==> src/rtl/exec_monitor_pkg.sv <==
// Shared types and constants for the CPU execution monitor.
package exec_monitor_pkg;

  typedef enum logic [1:0] {
    StIdle,
    StRun,
    StHalted,
    StTimeout
  } state_e;

  localparam logic [1:0] CPU_STATE_FETCH = 2'd0;
  localparam int unsigned CYCLE_WIDTH = 32;

endpackage

==> src/rtl/exec_monitor_trace_fifo.sv <==
// First-word-fall-through write-trace FIFO with a sticky drop flag.
module trace_fifo #(
  parameter int unsigned DEPTH = 8,
  parameter int unsigned WIDTH = 32
) (
  input  logic             clock,
  input  logic             reset,
  input  logic             clear,
  input  logic             push,
  input  logic             pop,
  input  logic [WIDTH-1:0] wdata,
  output logic [WIDTH-1:0] rdata,
  output logic             empty,
  output logic             overflow
);

  localparam int unsigned PtrW = (DEPTH > 1) ? $clog2(DEPTH) : 1;
  localparam logic [PtrW:0] FullCount = DEPTH[PtrW:0];

  logic [WIDTH-1:0] mem_q [DEPTH];
  logic [PtrW-1:0]  wr_ptr_q, rd_ptr_q;
  logic [PtrW:0]    count_q;
  logic             overflow_q;
  logic             full, do_push, do_pop;

  assign full    = (count_q == FullCount);
  assign empty   = (count_q == '0);
  assign do_pop  = pop && !empty;
  // A pop on the same edge frees the slot, so a full FIFO still accepts the push.
  assign do_push = push && (!full || do_pop);

  always_ff @(posedge clock) begin
    if (reset || clear) begin
      wr_ptr_q   <= '0;
      rd_ptr_q   <= '0;
      count_q    <= '0;
      overflow_q <= 1'b0;
    end else begin
      if (do_push) wr_ptr_q <= wr_ptr_q + 1'b1;
      if (do_pop)  rd_ptr_q <= rd_ptr_q + 1'b1;
      if (do_push && !do_pop)      count_q <= count_q + 1'b1;
      else if (do_pop && !do_push) count_q <= count_q - 1'b1;
      if (push && !do_push) overflow_q <= 1'b1;
    end
  end

  always_ff @(posedge clock) begin
    if (do_push && !reset && !clear) mem_q[wr_ptr_q] <= wdata;
  end

  assign rdata    = empty ? '0 : mem_q[rd_ptr_q];
  assign overflow = overflow_q;

endmodule

==> src/rtl/exec_monitor.sv <==
// Watches a CPU for halt (PC stuck in fetch) or run timeout and traces memory writes.
module exec_monitor
  import exec_monitor_pkg::*;
#(
  parameter int unsigned ADDR_WIDTH     = 16,
  parameter int unsigned DATA_WIDTH     = 16,
  parameter int unsigned HALT_CYCLES    = 5,
  parameter int unsigned TIMEOUT_CYCLES = 500,
  parameter int unsigned TRACE_DEPTH    = 8
) (
  input  logic                   clock,
  input  logic                   reset,
  input  logic                   start,
  input  logic [ADDR_WIDTH-1:0]  pc,
  input  logic [1:0]             cpu_state,
  input  logic                   mem_write,
  input  logic [ADDR_WIDTH-1:0]  mem_addr,
  input  logic [DATA_WIDTH-1:0]  mem_write_data,
  input  logic                   trace_rd_en,
  output logic                   trace_valid,
  output logic [ADDR_WIDTH-1:0]  trace_addr,
  output logic [DATA_WIDTH-1:0]  trace_data,
  output logic                   trace_overflow,
  output logic [CYCLE_WIDTH-1:0] cycle_count,
  output logic                   running,
  output logic                   halted,
  output logic                   timed_out
);

  localparam int unsigned StallW = $clog2(HALT_CYCLES + 1);
  localparam logic [StallW-1:0] HaltCount = StallW'(HALT_CYCLES);
  localparam logic [CYCLE_WIDTH-1:0] TimeoutCount = CYCLE_WIDTH'(TIMEOUT_CYCLES);

  state_e                  state_q, state_d;
  logic [CYCLE_WIDTH-1:0]  cycle_q, cycle_d;
  logic [StallW-1:0]       stall_q, stall_d;
  logic [ADDR_WIDTH-1:0]   prev_pc_q, prev_pc_d;
  logic                    fifo_clear;
  logic                    fifo_empty;
  logic [ADDR_WIDTH+DATA_WIDTH-1:0] fifo_rdata;

  always_comb begin
    state_d    = state_q;
    cycle_d    = cycle_q;
    stall_d    = stall_q;
    prev_pc_d  = prev_pc_q;
    fifo_clear = 1'b0;
    unique case (state_q)
      StRun: begin
        cycle_d   = cycle_q + 32'd1;
        prev_pc_d = pc;
        stall_d   = (cpu_state == CPU_STATE_FETCH && pc == prev_pc_q) ? stall_q + 1'b1 : '0;
        // Halt is checked first so it wins a tie with timeout.
        if (stall_d == HaltCount)        state_d = StHalted;
        else if (cycle_d == TimeoutCount) state_d = StTimeout;
      end
      default: begin
        if (start) begin
          state_d    = StRun;
          cycle_d    = '0;
          stall_d    = '0;
          prev_pc_d  = '1;
          fifo_clear = 1'b1;
        end
      end
    endcase
  end

  always_ff @(posedge clock) begin
    if (reset) begin
      state_q   <= StIdle;
      cycle_q   <= '0;
      stall_q   <= '0;
      prev_pc_q <= '1;
    end else begin
      state_q   <= state_d;
      cycle_q   <= cycle_d;
      stall_q   <= stall_d;
      prev_pc_q <= prev_pc_d;
    end
  end

  trace_fifo #(
    .DEPTH (TRACE_DEPTH),
    .WIDTH (ADDR_WIDTH + DATA_WIDTH)
  ) u_trace_fifo (
    .clock    (clock),
    .reset    (reset),
    .clear    (fifo_clear),
    .push     (state_q == StRun && mem_write),
    .pop      (trace_rd_en),
    .wdata    ({mem_addr, mem_write_data}),
    .rdata    (fifo_rdata),
    .empty    (fifo_empty),
    .overflow (trace_overflow)
  );

  assign trace_valid = !fifo_empty;
  assign trace_addr  = fifo_rdata[ADDR_WIDTH+DATA_WIDTH-1:DATA_WIDTH];
  assign trace_data  = fifo_rdata[DATA_WIDTH-1:0];
  assign cycle_count = cycle_q;
  assign running     = (state_q == StRun);
  assign halted      = (state_q == StHalted);
  assign timed_out   = (state_q == StTimeout);

endmodule
==> config.mk <==
export PLATFORM = sky130hd
export DESIGN_NAME = exec_monitor
export DESIGN_NICKNAME = d
export VERILOG_FILES = /design/src/rtl/exec_monitor_pkg.sv /design/src/rtl/exec_monitor_trace_fifo.sv /design/src/rtl/exec_monitor.sv
export SDC_FILE = /design/constraint.sdc
export NUM_CORES = 1
export LEC_CHECK = 0
export ABC_AREA = 1
export CAP_MARGIN = 20
export CORE_ASPECT_RATIO = 0.5
export CORE_MARGIN = 2
export CORE_UTILIZATION = 40
export DETAILED_ROUTE_END_ITERATION = 16
export GPL_TIMING_DRIVEN = 0
export RECOVER_POWER = 50
export SLEW_MARGIN = 15
export SYNTH_ARGS = -nofsm -noshare
export SYNTH_HDL_FRONTEND = slang
export SYNTH_SLANG_ARGS = --single-unit
==> constraint.sdc <==
create_clock -name clock -period 4.12 [get_ports clock]
set_input_delay 0.618 -clock clock [delete_from_list [all_inputs] [get_ports clock]]
set_output_delay 0.618 -clock clock [all_outputs]
set_load 0.05 [all_outputs]
==> key figures <==
Synth
  • Share of synthesized area occupied by flip-flops and latches: between 60 and 70%
  • Top-area cell type share of the netlist area: 56.23%
  • Number of enable-type register cells in the synthesized netlist: roughly 260
  • Async set-reset flop share out of synthesis: 0%
  • Synthesized area divided by synthesized cell count: 10.26 um2
  • Summed instance area of the synthesized netlist: 13670 um2
  • Synth top area cells: edfxtp_1, dfxtp_1, nor2_1
  • Yosys top cell by area: edfxtp_1
  • Post-Synthesis Net Count: between 1000 and 1500
  • Yosys warnings: 0
  • Synth Flop Type: edfxtp_1
  • Number of unique standard cell types used by synthesis: 37
  • FF+latch count, synth: about 320
  • Mapped Cells: between 1000 and 1500

Power and ir drop
  • PwrDens: 466.8 nW/um2
  • Maximum resistive drop on vdd: between 300 and 400 uV
  • Post-route total power: slightly below 8 mW
  • Cell leakage power: approximately 6 nW

Setup path
  • Crit Path Class: reg -> out
  • Crit. End Element: primary output
  • CP Launch Type: register
  • CP Cell Sequence: clkbuf_1 > clkbuf_1 > o21ai_0 > o22ai_1 > o21ai_0 > a31oi_1 > clkdlybuf4s50_1
  • Delay contributed by the slowest stage of the critical path: 0.86 ns
  • Dominant delay contributor by cell family on the critical path: buffers and inverters
  • R2R setup slack: between 1 and 1.5 ns
  • Instance count on the critical path: 7
  • Buffers & Inverters on Critical Path: 3
  • Termination of the worst setup path: trace_data[9]
  • Cell depth of the worst flop-to-flop path: 8
  • Cell type of the slowest stage on the worst timing path: clkdlybuf4s50_1
  • Startpoint of the worst register-to-register path: state_q[0]$_SDFFE_PP0P_
  • Data required time of the worst path: 3.50 ns
  • Worst EP arrival: ~3.4 ns
  • Endpoint of the worst register-to-register path: u_trace_fifo.mem_q[4][20]$_DFFE_PP_
  • Max FO, Critical Path: 10

Global routing
  • Antenna violations before repair: 2
  • Wire length of the first global-routing pass: 57700 um
  • Number of global-route vias before repair: 10360
  • Global Route Usage Sum: 20.83%
  • Largest net degree at the start of global routing: 20
  • Global-route congestion overflow total: 0

CTS
  • Depth of the CTS H-tree: 1
  • Setup fix buffers added after clock tree synthesis: 0
  • Total number of clock tree sinks: 323
  • CTS buffer count: 30
  • CTS tree: yes
  • Clock root buffer master: clkbuf_16
  • CTS clk-pin slew, worst paths: 0.06 ns
  • Clk buf depth: 3
  • Insertion delay of the later-clocked pin in the worst-skew pair: slightly below 0.6 ns

Floorplanning
  • Vertical extent of the die: 134.7 um
  • Core ar.: 33340 um2
  • Placement row count: 47
  • Die area: 35760 um2
  • Initial Utilization: 41.00%
  • Io pins: 124
  • Chip width: 265.4 um

Worst hold path
  • Hold/Removal Path Class: reg -> reg

Placement
  • Number of port buffers: 123
  • DPL Wire Length: 25380 um
  • Placed Instance Area: roughly 16000 um2
  • Instance count after placement with tap cells included: 1916
  • Weighted congestion reported at the end of routability-driven placement: 0.8747

STA
  • Worst clock skew on the final layout: approximately 0.02 ns
  • Final worst hold slack: approximately 0.47 ns
  • Max-slew violation count: 0
  • Crit share post-route: 97.53%
  • Achievable clock frequency: 248.9 MHz
  • Max-slew headroom: a little over a third
  • Transition time at the pin with the least slew margin: 0.9465 ns
  • Hold violation count in the final report: 0
  • Setup violation total in the final timing report: 0
  • Min Clock Period, post-route: 4.018 ns
  • Setup repair after global routing missed its margin: false

Route
  • Detailed-route vias per instance: 5.294
  • Via count of the routed design: 10440
  • Iteration count of the initial detailed-routing pass: 5
  • Drt drc: 0
  • Initial DRC count: 866
  • Average detailed-routed wire length per instance: 18.96 um
  • Antenna Violating Nets Remaining: 0
  • Total wire length: 37380 um

Job
  • Max-cap violations: 0

Layout
  • Synthesis-to-finish area growth: 22.74%
  • Post-route non-filler standard cell count: 1972
  • # nets final: 1570
  • Layout filler cell count: 2914
  • Post-route core utilization: 50.32%
  • Highest-count cells in the layout ignoring fill and taps: nor2_1, edfxtp_1, nand2_1
  • Finished layout cell area: 16780 um2
  • Most frequent standard cell in the layout excluding fill and tap cells: nor2_1
  • Share of final-layout standard cells stronger than drive strength 1: 6.993%

Run status
  • Run status: completed
-- metrics by stage --
stage / setup slack [ns] / setup TNS, ns
after detailed placement: 0.2582 / 0
final: 0.1016 / 0
after global routing: 0.005070 / 0
after global placement: -2.576 / -415.27
after floorplan: 0.2110 / 0
after CTS: 0.003235 / 0
-- registers in the layout, summed over array words and instances (netlist names), named ones only --
signal and flops:
prev_pc_q 16, u_trace_fifo.mem_q 256, cycle_count 32, state_q 2, u_trace_fifo.rd_ptr_q 3, u_trace_fifo.count_q 4, u_trace_fifo.overflow 1, u_trace_fifo.wr_ptr_q 3
stall_q 3
-- area by class of cell --
type	instances	area, um2	area share [%]
buffer	63	259.0	1.544
antenna	1	2.502	0.01491
inverter	65	244.0	1.454
sequential	323	9029	53.81
clock buffer	34	765.7	4.563
tap	441	551.8	3.288
clock inverter	22	235.2	1.402
timing repair buffer	143	1500	8.940
multi-input combinational	880	4193	24.99
-- cells by family after synthesis --
logic type / after synthesis / synth area share (%)
adders and majority gates: 9 / 0.8787
and+or+nand+nor: 546 / 16.04
AOI/OAI and AO/OA: 306 / 12.26
DFF: 323 / 66.04
buffers and inverters: 129 / 3.560
xor gates and xnor gates: 19 / 1.217
-- cell usage after synthesis, drive strengths merged, types with 2 or more instances --
cell / number
a21oi: 47
a221o: 2
a31oi: 33
and2: 2
buf: 4
clkbuf: 60
clkinv: 5
dfxtp: 67
edfxtp: 256
ha: 8
inv: 60
nand2: 222
nand3: 19
nand3b: 10
nand4: 5
nor2: 279
nor3: 6
o21ai: 169
o221ai: 2
o22ai: 46
or2: 2
xnor2: 8
xor2: 11
-- power breakdown --
part           internal [mW]  switching [mW]
logic                  0.407            1.01
registers               3.55          0.0235
clock network           1.59            1.25
-- per-layer routing --
metal	wire length, um	GRT usage [%]
met3	2259	3.683
met4	867	5.085
met2	17960	35.88
met1	16280	27.55
met5	13	0
-- worst register-to-register path, cell delays in order, from the launching register on --
cell     delay [ns]
dfxtp_1        0.37
nand2_1        0.25
nor3_1         0.42
inv_1          0.15
nor2_1         0.17
inv_1          0.12
nor3_1         0.74
buf_4          0.35
buf_4          0.23
-- worst min path at each step --
| stage | cells past startpoint | slack, ns | endpoint | start |
|---|---|---|---|---|
| floorplan | 2 | 0.43 | register | u_trace_fifo.rd_ptr_q[2]$_SDFFE_PP0N_ |
| global placement | 2 | 0.45 | u_trace_fifo.rd_ptr_q[2]$_SDFFE_PP0N_ | u_trace_fifo.rd_ptr_q[2]$_SDFFE_PP0N_ |
| detailed placement | 2 | 0.45 | register | u_trace_fifo.rd_ptr_q[2]$_SDFFE_PP0N_ |
| CTS | 2 | 0.47 | u_trace_fifo.overflow$_SDFFE_PP0P_ | u_trace_fifo.overflow$_SDFFE_PP0P_ |
| global route | 2 | 0.50 | u_trace_fifo.overflow$_SDFFE_PP0P_ | u_trace_fifo.overflow$_SDFFE_PP0P_ |
| finish | 2 | 0.47 | u_trace_fifo.overflow$_SDFFE_PP0P_ | u_trace_fifo.overflow$_SDFFE_PP0P_ |
-- what timing repair did --
item                       in CTS  in global routing
setup endpoints to repair      24                 30
cloned                          0                  0
resized for setup              13                 37
hold buffers                    0                  0
Note: power is estimated with default switching activity, not from simulation.
